--- src/rtl/ro_pkg.sv ---
// rtl/ro_pkg.sv - shared constants and slot helpers for the readout scheduler
package ro_pkg;

  localparam int DW_DEF = 2;

  function automatic int ch_w(input int n);
    return (n > 1) ? $clog2(n) : 1;
  endfunction

  // Trailing ones of b, capped at n_ch-1: the gray bit that flips on b+1.
  function automatic int slot_of(input logic [15:0] b, input int n_ch);
    int s;
    s = 0;
    for (int i = 0; i < 15; i++) begin
      if (s == i && i < n_ch - 1 && b[i]) s = i + 1;
    end
    return s;
  endfunction

endpackage

--- src/rtl/ro_gray_slot.sv ---
// rtl/ro_gray_slot.sv - binary/gray counter with slot index and wrap flag
module ro_gray_slot
  import ro_pkg::*;
#(
  parameter int N_CH = 8,
  parameter int CW   = ch_w(N_CH)
) (
  input  logic            clk_master,
  input  logic            reset,
  input  logic            en,
  output logic [N_CH-1:0] gray,
  output logic [CW-1:0]   slot,
  output logic            wrap
);

  logic [N_CH-1:0] b_q, b_d, gray_q;

  always_comb begin
    b_d = b_q;
    if (en) b_d = b_q + 1'b1;
  end

  always_ff @(posedge clk_master) begin
    if (reset) begin
      b_q    <= '0;
      gray_q <= '0;
    end else begin
      b_q    <= b_d;
      gray_q <= b_d ^ (b_d >> 1);
    end
  end

  assign gray = gray_q;
  assign slot = CW'(slot_of(16'(b_q), N_CH));
  assign wrap = &b_q;

endmodule

--- src/rtl/ro_sched.sv ---
// rtl/ro_sched.sv - per-channel capture registers time-multiplexed onto one output bus
module ro_sched
  import ro_pkg::*;
#(
  parameter int N_CH = 8,
  parameter int DW   = DW_DEF,
  localparam int CW  = ch_w(N_CH)
) (
  input  logic               clk_master,
  input  logic               reset,
  input  logic               en,
  input  logic [N_CH-1:0]    ch_mask,
  input  logic [N_CH-1:0]    in_valid,
  input  logic [N_CH*DW-1:0] in_data,
  output logic [N_CH-1:0]    gray,
  output logic               out_valid,
  output logic [DW-1:0]      out_data,
  output logic [CW-1:0]      out_ch,
  output logic               out_ovf,
  output logic               frame_start
);

  logic [CW-1:0]   slot;
  logic            wrap;
  logic            rd_ok;
  logic [N_CH-1:0] rd_vec;
  logic [DW-1:0]   hold_q [N_CH];
  logic [DW-1:0]   hold_d [N_CH];
  logic [N_CH-1:0] full_q, full_d, ovf_q, ovf_d;
  logic            out_valid_q, out_ovf_q, frame_q;
  logic [DW-1:0]   out_data_q;
  logic [CW-1:0]   out_ch_q;

  ro_gray_slot #(.N_CH(N_CH), .CW(CW)) u_gray_slot (
    .clk_master (clk_master),
    .reset      (reset),
    .en         (en),
    .gray       (gray),
    .slot       (slot),
    .wrap       (wrap)
  );

  assign rd_ok = en & ch_mask[slot] & full_q[slot];

  always_comb begin
    rd_vec = '0;
    if (rd_ok) rd_vec[slot] = 1'b1;
  end

  // A capture landing on a valid read refills the register without flagging overflow.
  always_comb begin
    hold_d = hold_q;
    full_d = full_q;
    ovf_d  = ovf_q;
    for (int i = 0; i < N_CH; i++) begin
      if (rd_vec[i]) begin
        full_d[i] = 1'b0;
        ovf_d[i]  = 1'b0;
      end
      if (in_valid[i]) begin
        hold_d[i] = in_data[i*DW +: DW];
        full_d[i] = 1'b1;
        if (full_q[i] && !rd_vec[i]) ovf_d[i] = 1'b1;
      end
    end
  end

  always_ff @(posedge clk_master) begin
    if (reset) begin
      hold_q      <= '{default: '0};
      full_q      <= '0;
      ovf_q       <= '0;
      out_valid_q <= 1'b0;
      out_data_q  <= '0;
      out_ch_q    <= '0;
      out_ovf_q   <= 1'b0;
      frame_q     <= 1'b0;
    end else begin
      hold_q <= hold_d;
      full_q <= full_d;
      ovf_q  <= ovf_d;
      if (en) begin
        out_valid_q <= rd_ok;
        out_data_q  <= rd_ok ? hold_q[slot] : '0;
        out_ovf_q   <= rd_ok & ovf_q[slot];
        out_ch_q    <= slot;
        frame_q     <= wrap;
      end else begin
        out_valid_q <= 1'b0;
        out_ovf_q   <= 1'b0;
        frame_q     <= 1'b0;
      end
    end
  end

  assign out_valid   = out_valid_q;
  assign out_data    = out_data_q;
  assign out_ch      = out_ch_q;
  assign out_ovf     = out_ovf_q;
  assign frame_start = frame_q;

endmodule
--- config.mk ---
export PLATFORM = sky130hd
export DESIGN_NAME = ro_sched
export DESIGN_NICKNAME = d
export VERILOG_FILES = /design/src/rtl/ro_pkg.sv /design/src/rtl/ro_gray_slot.sv /design/src/rtl/ro_sched.sv
export SDC_FILE = /design/constraint.sdc
export NUM_CORES = 1
export LEC_CHECK = 0
export ABC_CLOCK_PERIOD_IN_PS = 2250
export CAP_MARGIN = 30
export CORE_ASPECT_RATIO = 1.1
export CORE_UTILIZATION = 29
export DETAILED_ROUTE_END_ITERATION = 16
export PLACE_DENSITY = 0.6
export SETUP_SLACK_MARGIN = 0.3
export SYNTH_ARGS = -nofsm -noshare
export SYNTH_HDL_FRONTEND = slang
export SYNTH_SLANG_ARGS = --single-unit
--- constraint.sdc ---
create_clock -name clk_master -period 2.25 [get_ports clk_master]
set_clock_uncertainty 0.2 [all_clocks]
set_input_delay 0.675 -clock clk_master [delete_from_list [all_inputs] [get_ports clk_master]]
set_output_delay 0.675 -clock clk_master [all_outputs]
set_load 0.1 [all_outputs]
After elaboration in Yosys (flattened, before gate mapping)

Index checks and enable logic that the tools add are counted.

Logic and storage cells: 134
Flip-flop bits (word level): 56
Latch bits: 0
Memories kept: 0
RAM bits: 0
Output and inout port bits: 16
Input port bits: 35
Memory bits (read-only): 0

Muxes and demuxes: 61
$mul: 0
Magnitude comparators: 3
Shift operators: 0
Bitwise operators: 6
Divide/modulo/power cells: 0
Reduce and logical (&&, ||, !) cells: 33
Add/sub/neg operators: 1
Eq/ne operators: 6

Operators by type and width:

| cell                | count |
|---|---|
| $mux 32             | 5 |
| $eq 32x4->1 const B | 3 |
| $eq 32x3->1 const B | 2 |
| $mux 1              | 45 |
| $mux 8              | 2 |
| $reduce_bool 2->1   | 8 |
| $logic_and 1x1->1   | 15 |
| $bmux 1 s3          | 3 |
| $add 8x1->8 const B | 1 |
| $logic_not 1->1     | 8 |
| $reduce_and 8->1    | 1 |
| $xor 8x7->8         | 1 |
| $bmux 2 s3          | 1 |
| $mux 2              | 3 |
| $ge 4x4->1 const B  | 1 |
| $lt 3x4->1 const B  | 1 |
| $not 3->4           | 1 |
| $and 1x1->1         | 3 |
| $demux 1 s3         | 1 |
| $ge 3x1->1 const B  | 1 |
| $mux 3              | 1 |
| $reduce_or 2->1     | 1 |
| $eq 1x1->1 const B  | 1 |
| $not 1->1           | 1 |

Longest topological paths before layout

Word-level depth: 28
Depth in mapped cells: 10
Depth with buffers taken out: 7

Modules after synthesis

From an unflattened synthesis, not the netlist that was laid out.

Cells, all modules: 281
Area, all modules: 2638.8 µm²

Modules (own cells, without submodules):

| module       | area each (µm²) | instances | cells an instance |
|---|---|---|---|
| ro_sched     | 1875.5          | 1         | 194 |
| ro_gray_slot | 763.2           | 1         | 87 |

Worst setup path before layout

OpenSTA, ideal clock, no wires.

Path kind: register -> register
From: register u_gray_slot.b_q[1]
To: register out_data_q[0] (netlist: out_data[0])
Cell stages (with the launch flop): 10
Required time: 1931 ps
Slack: -89 ps
Path buffers: 2
Arrival: 2020 ps
Setup time: 119 ps
Cells stage by stage: dfxtp_1 ha_1 buf_4 mux2_2 a21o_1 buf_2 nand2_1 mux2i_1 nand3_1 a32o_1

Word-level cells in the longest chain between the ends: 22
Elaborated cells on any way between the ends: 28
Those cells by class: 5 x eq/ne; 14 x mux; 3 x bitwise; 6 x reduce/logical

RTL lines:

| element                                                           | RTL line                       | text |
|---|---|---|
| start: declaration                                                | ro_gray_slot.sv:16             | `logic [N_CH-1:0] b_q, b_d, gray_q;` |
| start signal: assignment                                          | ro_gray_slot.sv:25             | `b_q <= '0;` |
| start signal: assignment                                          | ro_gray_slot.sv:28             | `b_q <= b_d;` |
| $logic_and 1x1->1 (*)                                             | ro_pkg.sv:15                   | `if (s == i && i < n_ch - 1 && b[i]) s = i + 1;` |
| $mux 32 (*)                                                       | ro_pkg.sv:15                   |  |
| $eq 32x3->1                                                       | ro_pkg.sv:15                   |  |
| $logic_and 1x1->1                                                 | ro_pkg.sv:15                   |  |
| $mux 32 (*)                                                       | ro_pkg.sv:15                   |  |
| $eq 32x3->1                                                       | ro_pkg.sv:15                   |  |
| $logic_and 1x1->1                                                 | ro_pkg.sv:15                   |  |
| $mux 32 (*)                                                       | ro_pkg.sv:15                   |  |
| (+5 left out)                                                     | --                             |  |
| $mux 32 (*)                                                       | ro_pkg.sv:15                   |  |
| $eq 32x4->1                                                       | ro_pkg.sv:15                   |  |
| $logic_and 1x1->1                                                 | ro_pkg.sv:15                   |  |
| $mux 3 (*)                                                        | ro_pkg.sv:15                   |  |
| $bmux 1 s3 / $not 3->4 (equally long branches)                    | ro_sched.sv:43, ro_sched.sv:84 |  |
| $mux 1 (not written as such) / $bmux 2 s3 (equally long branches) | ro_sched.sv:43, ro_sched.sv:84 |  |
| $and 1x1->1 / $mux 2 (equally long branches) (2 in series)        | ro_sched.sv:43, ro_sched.sv:84 |  |
| $mux 2 (*)                                                        | ro_sched.sv:84                 | `out_data_q <= rd_ok ? hold_q[slot] : '0;` |
| end signal: assignment                                            | ro_sched.sv:84                 |  |
| end: declaration                                                  | ro_sched.sv:31                 | `logic [DW-1:0] out_data_q;` |

Every way passes the cells marked *; elsewhere a longest branch is shown, timed or not. The select of a mux whose other input is x is not followed.
A chain may end at the register's enable or synchronous reset.

Worst setup path in the final report

From: register u_gray_slot.b_q[0]
To: register full_q[6]

Word-level cells in the longest chain between the ends: 25
Elaborated cells on any way between the ends: 32
Those cells by class: 2 x order compare; 6 x eq/ne; 14 x mux; 2 x bitwise; 8 x reduce/logical

RTL lines:

| element                                                                  | RTL line                       | text |
|---|---|---|
| $mux 1 (*)                                                               | ro_pkg.sv:15                   |  |
| $eq 1x1->1                                                               | ro_pkg.sv:15                   |  |
| $logic_and 1x1->1                                                        | ro_pkg.sv:15                   |  |
| $mux 32 (*)                                                              | ro_pkg.sv:15                   |  |
| $eq 32x3->1                                                              | ro_pkg.sv:15                   |  |
| $logic_and 1x1->1                                                        | ro_pkg.sv:15                   |  |
| $mux 32 (*)                                                              | ro_pkg.sv:15                   |  |
| $eq 32x3->1                                                              | ro_pkg.sv:15                   |  |
| (+9 left out)                                                            | --                             |  |
| $logic_and 1x1->1                                                        | ro_pkg.sv:15                   |  |
| $mux 3 (*)                                                               | ro_pkg.sv:15                   |  |
| $lt 3x4->1 (not written as such) (tied with other cells)                 | ro_sched.sv:47                 | `if (rd_ok) rd_vec[slot] = 1'b1;` |
| $logic_and 1x1->1 (not written as such) / $mux 1 (equally long branches) | ro_sched.sv:47, ro_sched.sv:43 |  |
| $mux 1 (not written as such) / $and 1x1->1 (equally long branches)       | ro_sched.sv:47, ro_sched.sv:43 |  |
| $demux 1 s3 / $and 1x1->1 (equally long branches)                        | ro_sched.sv:47, ro_sched.sv:43 |  |
| $mux 8 (*)                                                               | ro_sched.sv:47                 |  |
| $reduce_bool 2->1 (no source line) (*)                                   | --                             |  |
| end signal: assignment                                                   | ro_sched.sv:80                 | `full_q <= full_d;` |
| end: declaration                                                         | ro_sched.sv:29                 | `logic [N_CH-1:0] full_q, full_d, ovf_q, ovf_d;` |

Marks and branches as above.

==> qor.csv <==
metric,value,unit
clock period minus worst slack,2.22,ns
number of buffers on the longest clock path,2,
Horiz. Die Dim,89.6,um
clk slew on worst S/H paths,0.11,ns
required time reported for the critical path endpoint,2.25,ns
"commonest non-fill, non-tap cell in the layout",sky130_fd_sc_hd__dfxtp_1,
effective utilization at floorplan,30.4,%
top area cells in the synthesized netlist,"sky130_fd_sc_hd__dfxtp_1 (45%), sky130_fd_sc_hd__mux2i_1 (11%), sky130_fd_sc_hd__nor2_1 (7.1%), sky130_fd_sc_hd__a21oi_1 (4.5%), sky130_fd_sc_hd__xnor2_1 (3.6%)",
Detail Route Antenna Nets,0,
routability congestion estimate from global placement,0.904,
"IR drop worst, VDD",0.245,mV
critical path type,register to register,
nets in the synthesized netlist,310,
die footprint,8810,um2
"Distinct cells, synth",40,
"Data arrival, critical path",2.22,ns
utilization after layout,47.4,%
P_leak,1.57,nW
number of buffer cells added on primary ports,50,
mapped cell area,2450,um2
CTS buffer count,5,
number of sinks on the clock net,55,
number of rows in the core area,34,
proportion of layout cells with a drive suffix above 1,30.6,%
DRC violation total after the first TritonRoute iteration,96,
count of synthesis-stage warnings from yosys,0,
Max transition margin,74.3,%
final setup violating endpoints,0,
quantity of hold-fixing buffers added after cts,0,
Ports,51,
vias per inst,4.75,
via count of the first global-routing pass,2190,
Post-route DRC,0,
"Max FO, Critical Path",6,
Die Y-Extent,98.4,um
Max Freq,0.450,GHz
part of the Yosys area used for sequential elements,45.0,%
"Hold Vio Cnt, Final",0,
growth of design area from synthesis to finish,55.6,%
global router's overall resource usage,15.6,%
category of the worst setup path capture point,register,
maximum capacitance violations,0,
insertion delay of the later-clocked pin in the worst-skew pair,0.32,ns
gate count of the mapped netlist,273,
"flops & latches, synth",55,
TritonCTS clock tree,built,
Power Density,535,nW/um2
run status,"finished, final reports clean",
wire length after detailed routing,6380,um
via count,2225,
pin count of the biggest net entering global routing,34,
"Net count, final",396,
detailed-routing iteration count for the pre-antenna-repair pass,4,
post-route clock period utilization,98.7,%
synthesized area divided by synthesized cell count,8.96,um2
number of filler cells placed in the layout,772,
"area leader, netlist",sky130_fd_sc_hd__dfxtp_1,
proportion of netlist area held by the largest area contributor,45.0,%
ANT cells,0,
total power draw,0.00204,W
path class of the lowest-slack min-delay path,register to register,
antenna violations before repair,0,
number of H-tree levels,2,
most frequent cells in the layout,"sky130_fd_sc_hd__dfxtp_1 (53), sky130_fd_sc_hd__nor2_1 (42), sky130_fd_sc_hd__buf_4 (37)",
average routed wire per standard cell,13.6,um
post-detail-place hpwl,4780,um
slew at the pin closest to its max-slew limit,0.382,ns
buffer type at the clock tree root,sky130_fd_sc_hd__clkbuf_8,
GR Overflow Total,0,
setup repair after global routing missed its margin,yes,
core region area,8040,um2
final max-slew violation count,0,
critical path startpoint category,register,
first-pass GRT wire length,10600,um
==> synth_stat cells (all sizes together) <==
library cell	instances
nand2	14
and4	1
nor3	7
o221ai	4
xor2	5
and2	3
a32o	2
nand3	8
or3	1
xnor2	10
a221oi	1
ha	2
or4	1
inv	9
nand4	4
o211a	1
and3	5
o21ai	9
nand2b	1
a211oi	5
mux2	1
mux2i	26
o211ai	1
buf	7
a21oi	24
clkbuf	8
a311oi	2
o22ai	1
a22oi	3
nor2	46
nor4	1
nor2b	1
dfxtp	55
a21o	4
==> critical path, cell delays in order (launching register included) <==
cell	delay (ns)
sky130_fd_sc_hd__dfxtp_4	0.38
sky130_fd_sc_hd__ha_4	0.19
sky130_fd_sc_hd__a21o_1	0.19
sky130_fd_sc_hd__buf_6	0.13
sky130_fd_sc_hd__nand2_4	0.04
sky130_fd_sc_hd__o211ai_1	0.11
sky130_fd_sc_hd__or4_4	0.62
sky130_fd_sc_hd__o21ai_2	0.17
sky130_fd_sc_hd__a21oi_2	0.07
==> layer usage <==
layer | vias up | global-route usage [%] | wire [um]
met2 | 46 | 25.9 | 3140
met1 | 1045 | 20.5 | 2970
met5 | - | 0 | 0
met3 | 7 | 2.28 | 197
li1 | 1127 | - | -
met4 | 0 | 5.37 | 76
==> flip-flops by register name (all words and copies together) (netlist names) <==
name,flops
hold_q,16
full_q,8
ovf_q,8
u_gray_slot.gray,8
u_gray_slot.b_q,7
out_ch,3
out_data,2
frame_start,1
out_ovf,1
out_valid,1
==> metrics by stage <==
step                      TNS (ns)  setup slack (ns)  instances  area, um2  hold WS, ns
after global placement       -6.63            -0.311        451       3470        0.275
after CTS                        0            0.0536        464       3690        0.303
after floorplan                  0             0.117        273       2520        0.260
final                            0            0.0294        468       3810        0.288
after detailed placement     -6.43            -0.333        451       3470        0.288
after global routing        -0.290           -0.0711        468       3810        0.320
==> logic make-up after synthesis <==
logic type,count (synthesis),share of synthesized area [%]
buf+inv,24,4.96
fa+ha+maj,2,1.02
simple gates,93,17.4
compound gates,57,15.2
xor+xnor,15,5.37
mux,27,11.1
flops,55,45.0
==> repair_timing <==
action,in CTS,in global routing
endpoints found under the setup margin,30,26
buffers inserted,5,4
pin swaps,19,17
resized for setup,24,21
==> worst paths after layout <==
| check | startpoint | end | slack [ns] | cells after the start |
|---|---|---|---|---|
| setup reg to reg | u_gray_slot.b_q[0]$_SDFF_PP0_ | full_q[6]$_SDFFE_PP0P_ | 0.03 | 8 |
| setup / recovery | u_gray_slot.b_q[0]$_SDFF_PP0_ | full_q[6]$_SDFFE_PP0P_ | 0.03 | 8 |
| hold / removal | full_q[2]$_SDFFE_PP0P_ | full_q[2]$_SDFFE_PP0P_ | 0.29 | 2 |
| hold reg to reg | full_q[2]$_SDFFE_PP0P_ | full_q[2]$_SDFFE_PP0P_ | 0.29 | 2 |
==> where the power goes <==
group          internal, W  switching [W]
registers          0.00102      0.0000403
logic             0.000213       0.000202
clock network     0.000219       0.000340
total              0.00145       0.000582
==> cell type report <==
class,count,area [um2],area share (%)
clock buffers,5,68.8,1.81
clock inverters,3,18.8,0.493
multi-input cells,194,1430,37.5
well taps,108,135,3.55
flip-flops and latches,55,1110,29.1
inverters,9,33.8,0.887
repair buffers,94,1010,26.7
No activity file was read; power rests on OpenSTA's default activity.
